### src/rtl/param_lfsr_xor_cipher.sv
// XOR stream cipher whose keystream comes from NUM_LFSR Galois LFSRs, with
// runtime seed loading, selectable keystream modes and periodic rekey.
//
// state   | meaning
// IDLE    | ready for a word; seed writes are accepted here
// OUT     | result word presented on m_data, waiting for m_ready
// ADVANCE | all LFSRs stepping DATA_W times before the next word
module param_lfsr_xor_cipher #(
  parameter int M            = 32,
  parameter int DATA_W       = 8,
  parameter int NUM_LFSR     = 2,
  parameter logic [NUM_LFSR*M-1:0] POLYS = {NUM_LFSR{32'h80200003}},
  parameter int REKEY_PERIOD = 0,
  localparam int SEL_W       = (NUM_LFSR > 1) ? $clog2(NUM_LFSR) : 1
) (
  input  logic              clk,
  input  logic              rst,
  input  logic [1:0]        mode,
  input  logic              seed_wr,
  input  logic [SEL_W-1:0]  seed_sel,
  input  logic [M-1:0]      seed_data,
  input  logic              s_valid,
  output logic              s_ready,
  input  logic [DATA_W-1:0] s_data,
  output logic              m_valid,
  input  logic              m_ready,
  output logic [DATA_W-1:0] m_data,
  output logic              busy,
  output logic [31:0]       word_cnt
);

  localparam int CW = $clog2(DATA_W + 1);

  typedef enum logic [1:0] {IDLE, OUT, ADVANCE} state_t;

  state_t                     state, state_nxt;
  logic [NUM_LFSR-1:0][M-1:0] st, seed;
  logic [1:0]                 mode_r;
  logic [CW-1:0]              step_cnt;
  logic [31:0]                rekey_cnt;
  logic [DATA_W-1:0]          ks;
  logic [M-1:0]               seed_val;
  logic                       last_step, rekey_now;

  function automatic logic [M-1:0] lfsr_step(input logic [M-1:0] s, input logic [M-1:0] p);
    return (s >> 1) ^ (s[0] ? p : '0);
  endfunction

  // An all-zero seed would lock the LFSR at zero forever.
  assign seed_val  = (seed_data == '0) ? M'(1) : seed_data;
  assign last_step = (state == ADVANCE) && (step_cnt == CW'(1));
  assign rekey_now = (REKEY_PERIOD > 0) && (rekey_cnt == 32'(REKEY_PERIOD));

  always_comb begin
    ks = '0;
    case (mode)
      2'd0:    ks = '0;
      2'd2:    ks = st[0][DATA_W-1:0];
      default: for (int i = 0; i < NUM_LFSR; i++) ks = ks ^ st[i][DATA_W-1:0];
    endcase
  end

  always_ff @(posedge clk or posedge rst) begin
    if (rst) state <= IDLE;
    else     state <= state_nxt;
  end

  always_comb begin
    state_nxt = state;
    case (state)
      IDLE:    if (s_valid) state_nxt = OUT;
      OUT:     if (m_ready) state_nxt = (mode_r == 2'd0) ? IDLE : ADVANCE;
      ADVANCE: if (step_cnt == CW'(1)) state_nxt = IDLE;
      default: state_nxt = IDLE;
    endcase
  end

  always_comb begin
    s_ready = (state == IDLE);
    m_valid = (state == OUT);
    busy    = (state != IDLE);
  end

  always_ff @(posedge clk or posedge rst) begin
    if (rst) begin
      for (int i = 0; i < NUM_LFSR; i++) begin
        st[i]   <= M'(i + 1);
        seed[i] <= M'(i + 1);
      end
      m_data    <= '0;
      mode_r    <= 2'd0;
      step_cnt  <= '0;
      rekey_cnt <= '0;
      word_cnt  <= '0;
    end else begin
      case (state)
        IDLE: begin
          // The keystream for a same-cycle accept is taken from the old states.
          for (int i = 0; i < NUM_LFSR; i++) begin
            if (seed_wr && (seed_sel == SEL_W'(i))) begin
              seed[i] <= seed_val;
              st[i]   <= seed_val;
            end
          end
          if (s_valid) begin
            m_data <= s_data ^ ks;
            mode_r <= mode;
          end
        end
        OUT: begin
          if (m_ready) begin
            word_cnt <= word_cnt + 32'd1;
            if (mode_r != 2'd0) begin
              step_cnt <= CW'(DATA_W);
              if (REKEY_PERIOD > 0) rekey_cnt <= rekey_cnt + 32'd1;
            end
          end
        end
        ADVANCE: begin
          step_cnt <= step_cnt - CW'(1);
          if (last_step && rekey_now) begin
            st        <= seed;
            rekey_cnt <= '0;
          end else begin
            for (int i = 0; i < NUM_LFSR; i++) st[i] <= lfsr_step(st[i], POLYS[i*M +: M]);
          end
        end
        default: ;
      endcase
    end
  end

endmodule

### config.mk
export PLATFORM = sky130hd
export DESIGN_NAME = param_lfsr_xor_cipher
export DESIGN_NICKNAME = d
export VERILOG_FILES = /design/src/rtl/param_lfsr_xor_cipher.sv
export SDC_FILE = /design/constraint.sdc
export NUM_CORES = 1
export LEC_CHECK = 0
export CORE_ASPECT_RATIO = 1.4
export CORE_MARGIN = 2
export CORE_UTILIZATION = 50
export DETAILED_ROUTE_END_ITERATION = 8
export DONT_BUFFER_PORTS = 1
export GPL_TIMING_DRIVEN = 0
export PLACE_DENSITY = 0.62
export RECOVER_POWER = 50
export SLEW_MARGIN = 20
export SYNTH_ARGS = -nofsm -noshare
export SYNTH_HDL_FRONTEND = slang
export SYNTH_SLANG_ARGS = --single-unit
export TNS_END_PERCENT = 1
### constraint.sdc
create_clock -name clk -period 4.6 [get_ports clk]
set_input_delay 0.92 -clock clk [delete_from_list [all_inputs] [get_ports clk]]
set_output_delay 0.92 -clock clk [all_outputs]
set_load 0.05 [all_outputs]
Word-level counts from Yosys, hierarchy flattened
Index checks and enable logic that the tools add are counted.
- register bits after elaboration: 112
- output and inout port bits: 43
- bitwise operators: 5
- add/subtract/negate cells: 2
- reduce and logical (&&, ||, !) cells: 16
- equal/unequal tests: 10
- multiplexer cells: 15
- operator list (cell ; number):
    $mux W32 ; 5
    $pmux W64 S2 ; 1
    $xor A31 B32 Y32 ; 2
    $add A32 B1 Y32 const B ; 1
    $logic_not A32 Y1 ; 1
    $pmux W8 S2 ; 1
    $xor A8 B8 Y8 ; 2
    $ne A2 B1 Y1 const B ; 5
    $mux W2 ; 4
    $mux W4 ; 2
    $pmux W4 S2 ; 1
    $reduce_and A2 Y1 ; 4
    $reduce_bool A2 Y1 ; 4
    $logic_not A2 Y1 ; 3
    $pmux W2 S3 ; 1
    $reduce_and A3 Y1 ; 2
    $eq A2 B2 Y1 const B ; 2
    $eq A4 B1 Y1 const B ; 1
    $sub A4 B1 Y4 const B ; 1
    $eq A2 B1 Y1 const B ; 1
    $logic_and A1 B1 Y1 ; 2
    $ne A2 B2 Y1 const B ; 1
    $not A1 Y1 ; 1

Longest topological paths before layout
Gate-level depths: netlist of run 1.
- word-level depth: 4
- gate-level depth with buffers: 7
- depth with buffers taken out: 5

Worst setup path before layout of run 1
OpenSTA, ideal clock, no wires.
- path kind: register -> output
- start point: reg state[0]
- end point: out busy
- cell stages (with the launch flop): 4
- slack: 1.971 ns
- data arrival time: 1.709 ns
- cell sequence: dfrtp_1 -> buf_4 -> nor2_1 -> inv_1
- word-level cells in the longest chain between the ends: 1
- RTL lines (item ; line ; source):
    start, declared ; 36 ; state_t state, state_nxt;
    start signal, assigned ; 65 ; else state <= state_nxt;
    $reduce_bool A2 Y1 ; 81 ; busy = (state != IDLE);
    end, declared ; 28 ; output logic busy,
Every way passes these cells.

Worst setup path after layout of run 1
- start point: reg state[1]
- end point: out busy
The elaborated chain is that of the path after synthesis.

==> results of run 1 <==
-- synthesized netlist by cell type (2+ instances only) --
master,instances
dfrtp_1,110
nand2_1,94
o21ai_0,70
mux2i_1,65
xnor2_1,43
clkbuf_1,18
nor2_1,18
nand3_1,16
nand4_1,13
inv_1,11
nor4_1,10
xor2_1,10
nor3_1,9
buf_2,5
buf_4,4
nand2b_1,4
o31ai_1,4
ha_1,3
a21oi_1,2
and3_1,2
and4_1,2
dfstp_2,2
mux2_2,2
nor2b_1,2
nor4_2,2
or3_1,2
-- cells in the final DEF (no fill, tap or decap), types with 2 or more instances in the layout --
cell,Yosys,layout
buf_4,4,2
mux2_2,2,2
clkbuf_1,18,23
nor4_1,10,10
nor3_1,9,9
xor2_1,10,10
nor2_1,18,18
clkinvlp_4,0,3
o21ai_0,70,70
a21oi_1,2,2
nand3b_1,1,2
dfstp_2,2,2
nand4_1,13,14
buf_2,5,3
clkbuf_16,0,9
and3_1,2,2
xnor2_1,43,43
ha_1,3,3
mux2i_1,65,65
nand2b_1,4,4
inv_1,11,10
o31ai_1,4,4
nand2_1,94,94
nor2b_1,2,2
nand3_1,16,16
clkinv_2,0,2
nor4_2,2,2
dfrtp_1,110,110
and4_1,2,2
or3_1,2,2
-- tightest hold or removal path, delay by kind of cell, from the launching register on --
family	cells	cell delay [ns]
AOI/OAI and AO/OA	1	0.06
DFF	1	0.34
and+or+nand+nor	1	0.04
-- power by group through the flow --
stage	sequential [mW]	combinational [mW]	clock [mW]
floorplan	1.73	1.09	0
global placement	1.79	1.30	0
detailed placement	1.81	1.35	0
CTS	1.79	1.35	0.813
global route	1.84	1.50	0.846
finish	1.78	1.31	0.793
-- state kept, by name, summed over array words and instances, names as in the netlist --
signal and cells:
st 64, step_cnt 4, state 2, m_data 8, word_cnt 32, mode_r 2
-- worst max-delay path by stage --
stage                               startpoint                     to  slack [ns]  cells past startpoint
after floorplan                            rst  m_data[0]$_DFFE_PP0P_        0.72                      1
after global placement                     rst     st[60]$_DFFE_PP0P_       -0.53                      1
after detailed placement  state[0]$_DFFE_PP0P_                   busy        1.84                      3
after CTS                 state[0]$_DFFE_PP0P_                   busy        1.46                      3
after global routing      state[1]$_DFFE_PP0P_                   busy        1.30                      3
final                     state[1]$_DFFE_PP0P_                   busy        1.43                      3
-- per-layer routing --
| metal | vias to the layer above | wire length, µm | GRT usage |
|---|---|---|---|
| met1 | 1934 | 4930 | 0.256 |
| met5 | - | 0 | 0 |
| met4 | 0 | 206 | 0.0709 |
| met3 | 15 | 792 | 0.0591 |
| met2 | 104 | 6290 | 0.371 |
| li1 | 1900 | - | - |
-- kinds of logic (layout without fill, tap and decap cells) --
family / Yosys count / count (layout)
and+or+nand+nor: 185 / 185
AOI/OAI and AO/OA: 83 / 83
DFF: 112 / 112
buffers and inverters: 39 / 56
adders and majority gates: 3 / 3
muxes: 67 / 67
xor gates and xnor gates: 53 / 53
-- layout make-up --
class,instances,area [µm²],share of cell area
inverters,11,42.5,0.00710
plain buffers,28,116,0.0194
flip-flops and latches,112,2810,0.468
clock buffers,9,225,0.0376
repair buffers,1,27.5,0.00459
well taps,141,176,0.0294
multi-input cells,391,2530,0.422
clock inverters,7,71.3,0.0119
-- through the flow --
step / area (µm²) / hold WS [ns] / TNS [ns] / cells / total power [mW]
final: 6000 / 0.482 / 0 / 700 / 3.89
after global routing: 6000 / 0.522 / 0 / 700 / 4.18
after CTS: 6040 / 0.487 / 0 / 700 / 3.95
after detailed placement: 5740 / 0.470 / 0 / 684 / 3.15
after global placement: 5710 / 0.461 / -57.34 / 683 / 3.09
after floorplan: 5530 / 0.448 / 0 / 542 / 2.83
==> results list, run 1 <==
* Post-CTS setup buffer count: 0
- Measured in cells, the most critical reg-to-reg path has a length of 6.
* Flops & latches, synth: 112
- Area leader, netlist: dfrtp_1
* Critical path endpoint category: output pin
- Fill cells in the final layout number 995.
- Yosys mapped a number of flops with a built-in enable equal to 0.
* Largest net degree at the start of global routing: 66
- Per-cell via count in the routed design: 5.65
- Ordered list of cells on the worst path: clkbuf_1 > nor2_1 > inv_1
* Synthesized area: 0.00553 mm²
- VDD IR max: 0.284 mV
* Xor/xnor share of the synthesized area: 0.0839
- After synthesis, the share of flip-flops with an asynchronous set or reset is 1.00.
- Horiz. Die Dim: 92.9 µm
- In this run the vertical extent of the chip is 128 µm.
- Outcome: complete, but fails checks
- In this run the core area contains 45 standard-cell rows.
- Global-route wire length before repair: 20200 µm
- The number of antenna violations at the first check in global routing is 0.
- On the critical path the largest part of the delay comes from simple AND/OR/NAND/NOR gates.
- Of the total power, the share spent switching nets is 0.406.
* Relative contribution of the clock network to total power: 0.204
* Fin nets: 605
- In the routed design, unresolved DRC markers number 0.
* Number of global-route vias before repair: 4061
* Critical-path cell with the highest stage delay: nor2_1
* Setup crit start kind: flop
- Max-cap viol count: 1
- Based on the critical path, the design can be clocked at up to 315 MHz.
- Required time of the critical path: 3.68 ns
- Clock root buffer: clkbuf_16
- Total nets after synthesis: 593
- Min Clock Period, post-route: 3.17 ns
- Share of synthesized cell area in full adder, half adder and majority cells: 0.00679
- Latest clock arrival within the worst-skew pair: 0.35 ns
* Synthesis Warnings: 0
- The die covers 0.0119 mm².
* Synth Instances: 542
- Summed over all layers, the global routing overflow is 0.
- The initial utilization of the core area, before any placement, comes to 0.512.
* Gp weighted congestion: 0.795
- For this run, the total global-route usage over all layers was measured as 0.214.
- Cells taking the most area after synthesis: dfrtp_1 50%, mux2i_1 12%, xnor2_1 6.8%
- Combinational family with the most area after synthesis: simple AND/OR/NAND/NOR gates
- The worst pin sits at a relative slew slack of -0.972.
* Area growth from synthesis to layout: 8.42%
- The number of buffers and inverters on the critical path is 2.
- Clock Sinks: 112
* Hold-critical path endpoint: st[11]$_DFFE_PP0P_
- Setup repair after global routing left no endpoint under its margin.
- Final Hold Viols: 0
- Post-Route WL: 12200 µm
- Setup violations remaining at the end of the flow were counted as 0.
- Area inside the core boundary: 0.0108 mm²
- In this run, post-CTS repair resized a total of 0 instances.
* Port Buf Inserts: 0
* Number of hold buffers added after CTS: 0
* Main flop type after synthesis: dfrtp_1
* Clock Tree Buf Depth: 2
- Worst Hold Launch: st[11]$_DFFE_PP0P_
- In this run the worst path has a maximum fanout of 10.
- Post-place setup slack: 1.84 ns
- Violations in the final reports: max-capacitance violations, max-slew violations
- For this design the ratio of total power to cell area is 649 mW/mm².
- Number of buffers added by the clock tree synthesis step: 9
* Largest stage delay on the critical path: 0.83 ns
* Compound-Gate Fraction of Synth Area: 0.0812
- The share of total power dissipated in sequential elements is 0.459.
- The startpoint identified for the worst register-to-register timing path is state[1]$_DFFE_PP0P_.
- Min-Delay Path Class: flop to flop
* Final worst-path setup slack: 1.43 ns
* Critical setup path kind: flop to output pin
- Proportion of power drawn by combinational gates: 0.337
- Data on the critical path arrives at its endpoint at 2.25 ns.
- Share of synthesized area spent on multiplexers: 0.122
- Fraction of the yosys area taken by sequential cells: 0.507
- Final critical-path share of the clock period: 0.690
- Drt initial violations: 146
- For this design the top-level I/O count stands at 91.
* Post-layout util: 0.555
- For this block, the via count after detailed routing is 3953.
- Synth Area in Simple Gates: 0.167
- Critical R2R Capture: m_data[4]$_DFFE_PP0P_
* Post-DR wirelength/cell: 17.5 µm
- Yosys mapped the design onto 45 distinct sky130hd cell types.
* CTS tree: built
- The total count of max-transition violations in the final report is 65.
- HPWL Detailed: 9000 µm
* Switching Power: 1.58 mW
- Antenna diode instance count: 0
- Cell-internal power: 2.31 mW
- Clock edge transition at the registers on the reported setup and hold paths: 0.07 ns
* Layout Skew: 0.00631 ns
- The clock tree synthesis step divided the H-tree into 3 levels.
- The pre-antenna-repair detailed-routing pass consisted of 4 iterations.
- Dividing the synthesized area by the synthesized cell count gives 10.2 µm².
- At the pin with the least slew margin, the transition time is 2.94 ns.
- In the final layout, the share of cells above drive strength 1 is 0.0555.
* Hold Path Depth: 2
- Antenna Violating Nets Remaining: 0
- Setup slack on the worst reg-to-reg path comes out at 2.05 ns.
- Leakage: 2.71 nW
* Share of the synthesized area in the top cell type: 0.498
Note: power is estimated with default switching activity, not from simulation.
==> run 2, diff against run 1 <==
--- a/config.mk
+++ b/config.mk
@@ -11,7 +11,7 @@
 export DETAILED_ROUTE_END_ITERATION = 8
 export DONT_BUFFER_PORTS = 1
 export GPL_TIMING_DRIVEN = 0
-export PLACE_DENSITY = 0.62
+export PLACE_DENSITY = 0.65
 export RECOVER_POWER = 50
 export SLEW_MARGIN = 20
 export SYNTH_ARGS = -nofsm -noshare
==> constraint.sdc (replaced) <==
create_clock -name clk -period 2.8 [get_ports clk]
set_input_delay 0.56 -clock clk [delete_from_list [all_inputs] [get_ports clk]]
set_output_delay 0.56 -clock clk [all_outputs]
set_load 0.05 [all_outputs]
==> results list, run 2 (synthesis results as in run 1) <==
- Outcome: completed
- The die height came to 128 µm (unchanged).
- Fin nets: 608 (+0.50%)
* Final Hold Viols: 0 (unchanged)
- The width of the die is 92.9 µm (unchanged).
- Highest clock rate: 410 MHz
- The setup path with the least slack is of type flop to output pin.
- The total count of max-transition violations in the final report is 0 (-100%).
- The number of CTS-inserted buffers came to 9 (unchanged).
- The maximum number of pins on one net before global-route repair came to 29 (-56%).
- The via count of the first global-routing pass was 4209 (+3.6%).
* Cell family contributing the most delay on the critical path: buffers and inverters
* Area taken by flip-flops and latches: 0.00281 mm² (unchanged)
- Maximum level of the CTS H-tree: 3 (unchanged)
- Area inside the core boundary: 0.0108 mm² (unchanged)
- The required time of the critical path is 2.24 ns (-1.44 ns).
- The standard cell area after detailed placement was 0.00581 mm² (+1.2%).
- Post-Route WL: 12500 µm (+2.4%)
* Largest register by flop count: st
* Worst Max-Slew Pin Slew: 1.36 ns (-1.59 ns)
- The number of flip-flops in the largest register was 64 (unchanged).
- TNS Setup: 0 ns (unchanged)
- Max-cap viol count: 0 (-1)
* VDD IR max: 0.498 mV (+75%)
- Antenna diode instance count: 0 (unchanged)
- Post-layout util: 0.564 (+0.00938)
- Leaving out fill and tap cells, the most frequent cells in the layout are 110 x dfrtp_1, 94 x nand2_1, 70 x o21ai_0.
* Total of endpoints with negative setup slack in the final report: 0 (unchanged)
* Clock edge transition at the registers on the reported setup and hold paths: 0.07 ns (about the same)
* Final critical-path share of the clock period: 0.871
- Clock Tree Buf Depth: 2 (unchanged)
- The count of routing violations after the opening detailed-route iteration came to 191 (+31%).
- Total chip power: 6.59 mW (+70%)
- Drt first pass iters: 4 (unchanged)
- Layout Skew: 0.00593 ns (-0.000379 ns)
- The number of remaining DRC errors is 0 (unchanged).
* Number of standard-cell rows in the floorplan: 45 (unchanged)
- Per-cell via count in the routed design: 5.63 (-0.33%)
- The number of antenna violations at the first check in global routing came to 0 (unchanged).
- The total clock sinks was 112 (unchanged).
- Most common cell after layout, fill and taps aside: dfrtp_1
* HPWL Detailed: 9270 µm (+3.1%)
* I/O pins: 91 (unchanged)
- The final instance area came to 0.00610 mm² (+1.7%).
* Antenna Violating Nets Remaining: 0 (unchanged)
- Largest stage delay on the critical path: 0.53 ns (-0.30 ns)
- Clock root buffer: clkbuf_16
* Leakage: 2.77 nW (+2.2%)
* Post-DR wirelength/cell: 17.8 µm (+2.0%)
- Setup repair after global routing left no endpoint under its margin.
- Port Buf Inserts: 0 (unchanged)
- The count of hold buffers inserted by post-cts repair was 0 (unchanged).
* Gp weighted congestion: 0.824 (+3.6%)
- Setup crit start kind: flop
* Fill count: 956 (-3.9%)
- The total global routing overflow was 0 (unchanged).
* Critical-path cell with the highest stage delay: nor2_2
- Area growth from synthesis to layout: 10.2%
- CP Buf/Inv Count: 2 (unchanged)
- The critical path goes through clkbuf_1 > nor2_2 > inv_1.
* Min Clock Period, post-route: 2.44 ns
* Area of the multi-input gates: 0.00254 mm² (+0.35%)
- The largest fanout on the critical path came to 10 (unchanged).
* Biggest registers after layout: st: 64 flops, word_cnt: 32 flops, m_data: 8 flops
- Power per unit of standard cell area: 1080 mW/mm² (+67%)
* Fraction of final layout cells with drive strength greater than 1: 0.0658 (+0.0104)
* Final hold slack: 0.208 ns (-0.273 ns)
- The worst setup path is captured at an output pin.
* Data arrival time of the critical path: 1.88 ns (-0.37 ns)
* Vias after detailed routing: 3957 (+0.10%)
- Global-route wire length before repair: 20800 µm (+2.9%)
- CTS tree: built
- The insertion delay to the later sink of the worst-skew pair is 0.34 ns (about the same).
- Full die area: 0.0119 mm² (unchanged)
- The worst slew slack as a fraction of its limit came to 0.0964 (+1.07).
- The total routing usage reported by global routing was 0.218 (+0.00475).
- Min-Delay Path Class: input pin to asynchronous set/reset pin
- The effective utilization at floorplan was 0.512 (unchanged).
## run 2: changes by cell type in the layout (fill, tap and decap cells not counted)
cell / previous run / this run
and2_1: 0 / 1
nor2_1: 18 / 17
nor2_2: 0 / 1
and2_0: 1 / 0
buf_4: 2 / 4
clkbuf_1: 23 / 22
buf_12: 0 / 2
nand4_2: 0 / 1
bufinv_16: 1 / 3
buf_2: 3 / 4
inv_6: 1 / 0
clkinvlp_4: 3 / 1
nand4_1: 14 / 13
## run 2: report_power, final
part           switching [mW]  internal (mW)  total [mW]
clock                   0.582          0.873        1.45
sequential              0.726           2.22        2.94
combinational            1.29          0.904        2.20
## run 2: metrics by stage
stage | setup WS (ns) | cells
3_3_place_gp | 0.268 | 683
2_1_floorplan | 0.531 | 542
5_1_grt | 0.278 | 703
6_report | 0.361 | 703
4_1_cts | 0.0569 | 703
3_5_place_dp | 0.227 | 687
## run 2: path summary, 6_finish.rpt
check / start / endpoint / slack (ns) / cells after the start
min reg2reg: st[41]$_DFFE_PP0P_ / st[41]$_DFFE_PP0P_ / 0.49 / 2
min in group clk: m_ready / state[0]$_DFFE_PP0P_ / 0.32 / 1
max in group asynchronous: rst / st[0]$_DFFE_PP1P_ / 0.66 / 4
max: state[1]$_DFFE_PP0P_ / busy / 0.36 / 3
min: rst / m_data[5]$_DFFE_PP0P_ / 0.21 / 1
max reg2reg: state[1]$_DFFE_PP0P_ / m_data[5]$_DFFE_PP0P_ / 0.55 / 6
## run 2: worst register-to-register path, stage by stage, from the launching register on
cell and delay, ns:
dfrtp_1 0.39, clkbuf_1 0.20, nor2_2 0.54, nand2_1 0.41
clkbuf_1 0.34, nand2_1 0.14, o21ai_0 0.09
## run 2: what timing repair did
action / in CTS / in global routing
setup buffers: 0 / 0
setup endpoints to repair: 0 / 1
resized for setup: 0 / 1
## run 2: layout make-up
type                    instances  share of cell area
clock buffers                  10              0.0376
clock inverters                 6              0.0176
inverters                      11             0.00698
plain buffers                  28              0.0205
well taps                     141              0.0289
multi-input cells             391               0.417
flip-flops and latches        112               0.460
repair buffers                  4              0.0117
## run 2: routing by layer
| layer | up-vias | track usage | wire, µm |
|---|---|---|---|
| li1 | 1906 | - | - |
| met1 | 1935 | 0.260 | 5140 |
| met2 | 100 | 0.382 | 6370 |
| met3 | 16 | 0.0580 | 785 |
| met4 | 0 | 0.0753 | 224 |
| met5 | - | 0 | 0 |
==> run 3, diff against run 2 <==
--- a/config.mk
+++ b/config.mk
@@ -5,13 +5,15 @@
 export SDC_FILE = /design/constraint.sdc
 export NUM_CORES = 1
 export LEC_CHECK = 0
+export CELL_PAD_IN_SITES_DETAIL_PLACEMENT = 0
+export CELL_PAD_IN_SITES_GLOBAL_PLACEMENT = 2
 export CORE_ASPECT_RATIO = 1.4
 export CORE_MARGIN = 2
-export CORE_UTILIZATION = 50
+export CORE_UTILIZATION = 36
 export DETAILED_ROUTE_END_ITERATION = 8
 export DONT_BUFFER_PORTS = 1
 export GPL_TIMING_DRIVEN = 0
-export PLACE_DENSITY = 0.65
+export PLACE_DENSITY = 0.72
 export RECOVER_POWER = 50
 export SLEW_MARGIN = 20
 export SYNTH_ARGS = -nofsm -noshare
==> results list, run 3 (synthesis results as in run 1) <==
- Drt first pass iters: 6 (+2)
- The number of diodes is 0 (unchanged).
- Power per unit of standard cell area: 1040 mW/mm² (-3.5%)
- Setup crit start kind: flop
- Setup crit start: state[1]$_DFFE_PP0P_
- DRC violations left: 0 (unchanged)
* Critical setup path kind: flop to output pin
- Ordered list of cells on the worst path: clkbuf_1 > nor2_2 > inv_1
- Sum of overflow across all layers after global routing: 0 (unchanged)
- Clock Tree Buf Depth: 2 (unchanged)
- Per-cell via count in the routed design: 5.16 (-8.3%)
- Layout Skew: 0.00963 ns (+0.00370 ns)
- The largest fanout on the critical path came to 10 (unchanged).
- Die height: 151 µm (+17%)
- Area inside the core boundary: 0.0151 mm² (+39%)
- The post-detailed-placement half-perimeter wirelength came to 10100 µm (+8.8%).
- Clock root buffer: clkbuf_16
- The checks that failed: max-capacitance violations, max-slew violations.
- Fill count: 1511 (+58%)
- Highest clock rate: 401 MHz (-2.1%)
* Clock Sinks: 112 (unchanged)
* Max-slew headroom at the worst pin: -0.00787 (-0.104)
- The count of input and output buffers is 0 (unchanged).
- The post-placement cell count is 737 (+7.3%).
- Largest net degree at the start of global routing: 34 (+17%)
* Largest register by flop count: st
- The clock input transition at the sequential cells of the worst setup and hold paths was 0.08 ns (about the same).
* Final Hold Viols: 0 (unchanged)
* Number of pins exceeding their max-slew limit in the final report: 31 (+31)
* Vias after detailed routing: 3886 (-1.8%)
- The remaining antenna violation count after routing is 0 (unchanged).
* Largest stage delay on the critical path: 0.56 ns (+0.03 ns)
- The count of hold buffers inserted by post-cts repair is 0 (unchanged).
- The level count of the clock H-tree is 3 (unchanged).
- Min-Delay Path Class: input pin to asynchronous set/reset pin
- Latest clock arrival within the worst-skew pair: 0.35 ns (about the same)
- Final cell count without fillers: 753 (+7.1%)
- Critical path endpoint category: output pin
* Outcome: complete, but fails checks
* Max-cap viol count: 1 (+1)
- The largest individual stage delay along the critical path comes from the cell nor2_2.
* Startpoint of the most critical register-to-register path: word_cnt[5]$_DFFE_PP0P_
* Overall Global Routing Usage: 0.168 (-0.0503)
- The transition time of the tightest slew-check pin came to 1.51 ns (+0.154 ns).
- The final number of setup-violating endpoints was 0 (unchanged).
* Leakage: 2.73 nW (-1.4%)
* Fraction of final layout cells with drive strength greater than 1: 0.0624 (-0.00345)
* I/O pins: 91 (unchanged)
* Post-CTS setup buffer count: 0 (unchanged)
- Leading cell types in the layout, fill and taps excluded: 110 x dfrtp_1, 94 x nand2_1, 70 x o21ai_0
- The width of the die was 109 µm (+17%).
* Data arrival time of the critical path: 1.93 ns (+0.05 ns)
- The largest registers in the layout are st: 64 flops, word_cnt: 32 flops, m_data: 8 flops.
- RSZ-0062 raised after global routing: false
- Number of global-route vias before repair: 4052 (-3.7%)
- The number of antenna violations at the first check in global routing came to 0 (unchanged).
* VDD IR max: 0.352 mV (-29%)
* Required time of the critical path: 2.24 ns (about the same)
* Most common cell after layout, fill and taps aside: dfrtp_1
- The area growth from synthesis to layout is 9.93%.
- Cell family contributing the most delay on the critical path: buffers and inverters
- The number of buffers and inverters on the critical path came to 2 (unchanged).
- Starting density of the core: 0.367 (-0.144)
- The wire length of the first global-routing pass came to 21300 µm (+2.4%).
* Number of buffers added by the clock tree synthesis step: 9 (unchanged)
* Final critical-path share of the clock period: 0.890 (+0.0185)
- TNS Setup: 0 ns (unchanged)
- Post-Route WL: 13400 µm (+6.9%)
- Number of flip-flops under the largest register name: 64 (unchanged)
- Drt initial violations: 217 (+14%)
* CTS tree: built
- Min Clock Period, post-route: 2.49 ns (+0.0519 ns)
- Gp weighted congestion: 0.716 (-13%)
- The placement row count was 53 (+18%).
- Full die area: 0.0164 mm² (+37%)
- Fin nets: 607 (-0.16%)
- The wire length per cell after detailed routing was 17.8 µm (-0.20%).
run 3: cell count changes in the layout (fill, tap and decap cells not counted):
cell and delta:
clkinvlp_4 +2, buf_16 -1, bufinv_16 -3, buf_2 -1
clkbuf_8 +1, dlymetal6s2s_1 +1
run 3: per-layer routing:
layer	global-route usage	vias to the layer above	wire length (µm)
li1	-	1903	-
met1	0.197	1894	5580
met2	0.302	78	6960
met3	0.0398	11	659
met4	0.0506	0	173
met5	0	-	0
run 3: worst register-to-register path: stages, from the launching register on:
cell,delay (ns)
dfrtp_1,0.71
nand4_1,0.44
nor4_4,0.59
nand4_1,0.18
xnor2_1,0.17
run 3: layout make-up:
type / instances / area, µm² / area share
Clock buffer: 11 / 243 / 0.0399
Timing Repair Buffer: 3 / 52.6 / 0.00864
Inverter: 11 / 42.5 / 0.00700
Tap cell: 192 / 240 / 0.0395
Buffer: 28 / 124 / 0.0204
Multi-Input combinational cell: 391 / 2540 / 0.418
Clock inverter: 5 / 32.5 / 0.00535
Sequential cell: 112 / 2810 / 0.461
run 3: per-stage QoR:
step	instance area, µm²	power [mW]	util	setup WS (ns)	hold slack [ns]
after floorplan	5530	4.64	-	0.531	0.448
after global placement	5770	5.14	0.384	0.192	0.461
after detailed placement	5830	5.22	0.388	0.230	0.470
after CTS	6110	6.47	0.406	0.370	0.138
after global routing	6080	6.85	0.404	0.160	0.315
final	6080	6.34	0.404	0.309	0.288
run 3: path summary, 6_finish.rpt:
path | to | slack [ns] | depth (start not counted)
min in group clk | state[0]$_DFFE_PP0P_ | 0.32 | 1
hold / removal | word_cnt[29]$_DFFE_PP0P_ | 0.29 | 1
max in group asynchronous | st[0]$_DFFE_PP1P_ | 0.55 | 3
setup reg to reg | word_cnt[16]$_DFFE_PP0P_ | 0.56 | 4
hold reg to reg | st[41]$_DFFE_PP0P_ | 0.48 | 2
setup / recovery | busy | 0.31 | 3
run 3: timing repair:
item,4_1_cts,5_1_grt
endpoints found under the setup margin,1,0
hold endpoints to repair,0,0
gates resized for setup,1,0
run 3: report_power, final:
group	internal (mW)	leakage, nW	switching [mW]	total, mW
registers	2.21	1.42	0.736	2.95
logic	0.897	1.18	1.26	2.16
clock network	0.627	0.128	0.602	1.23
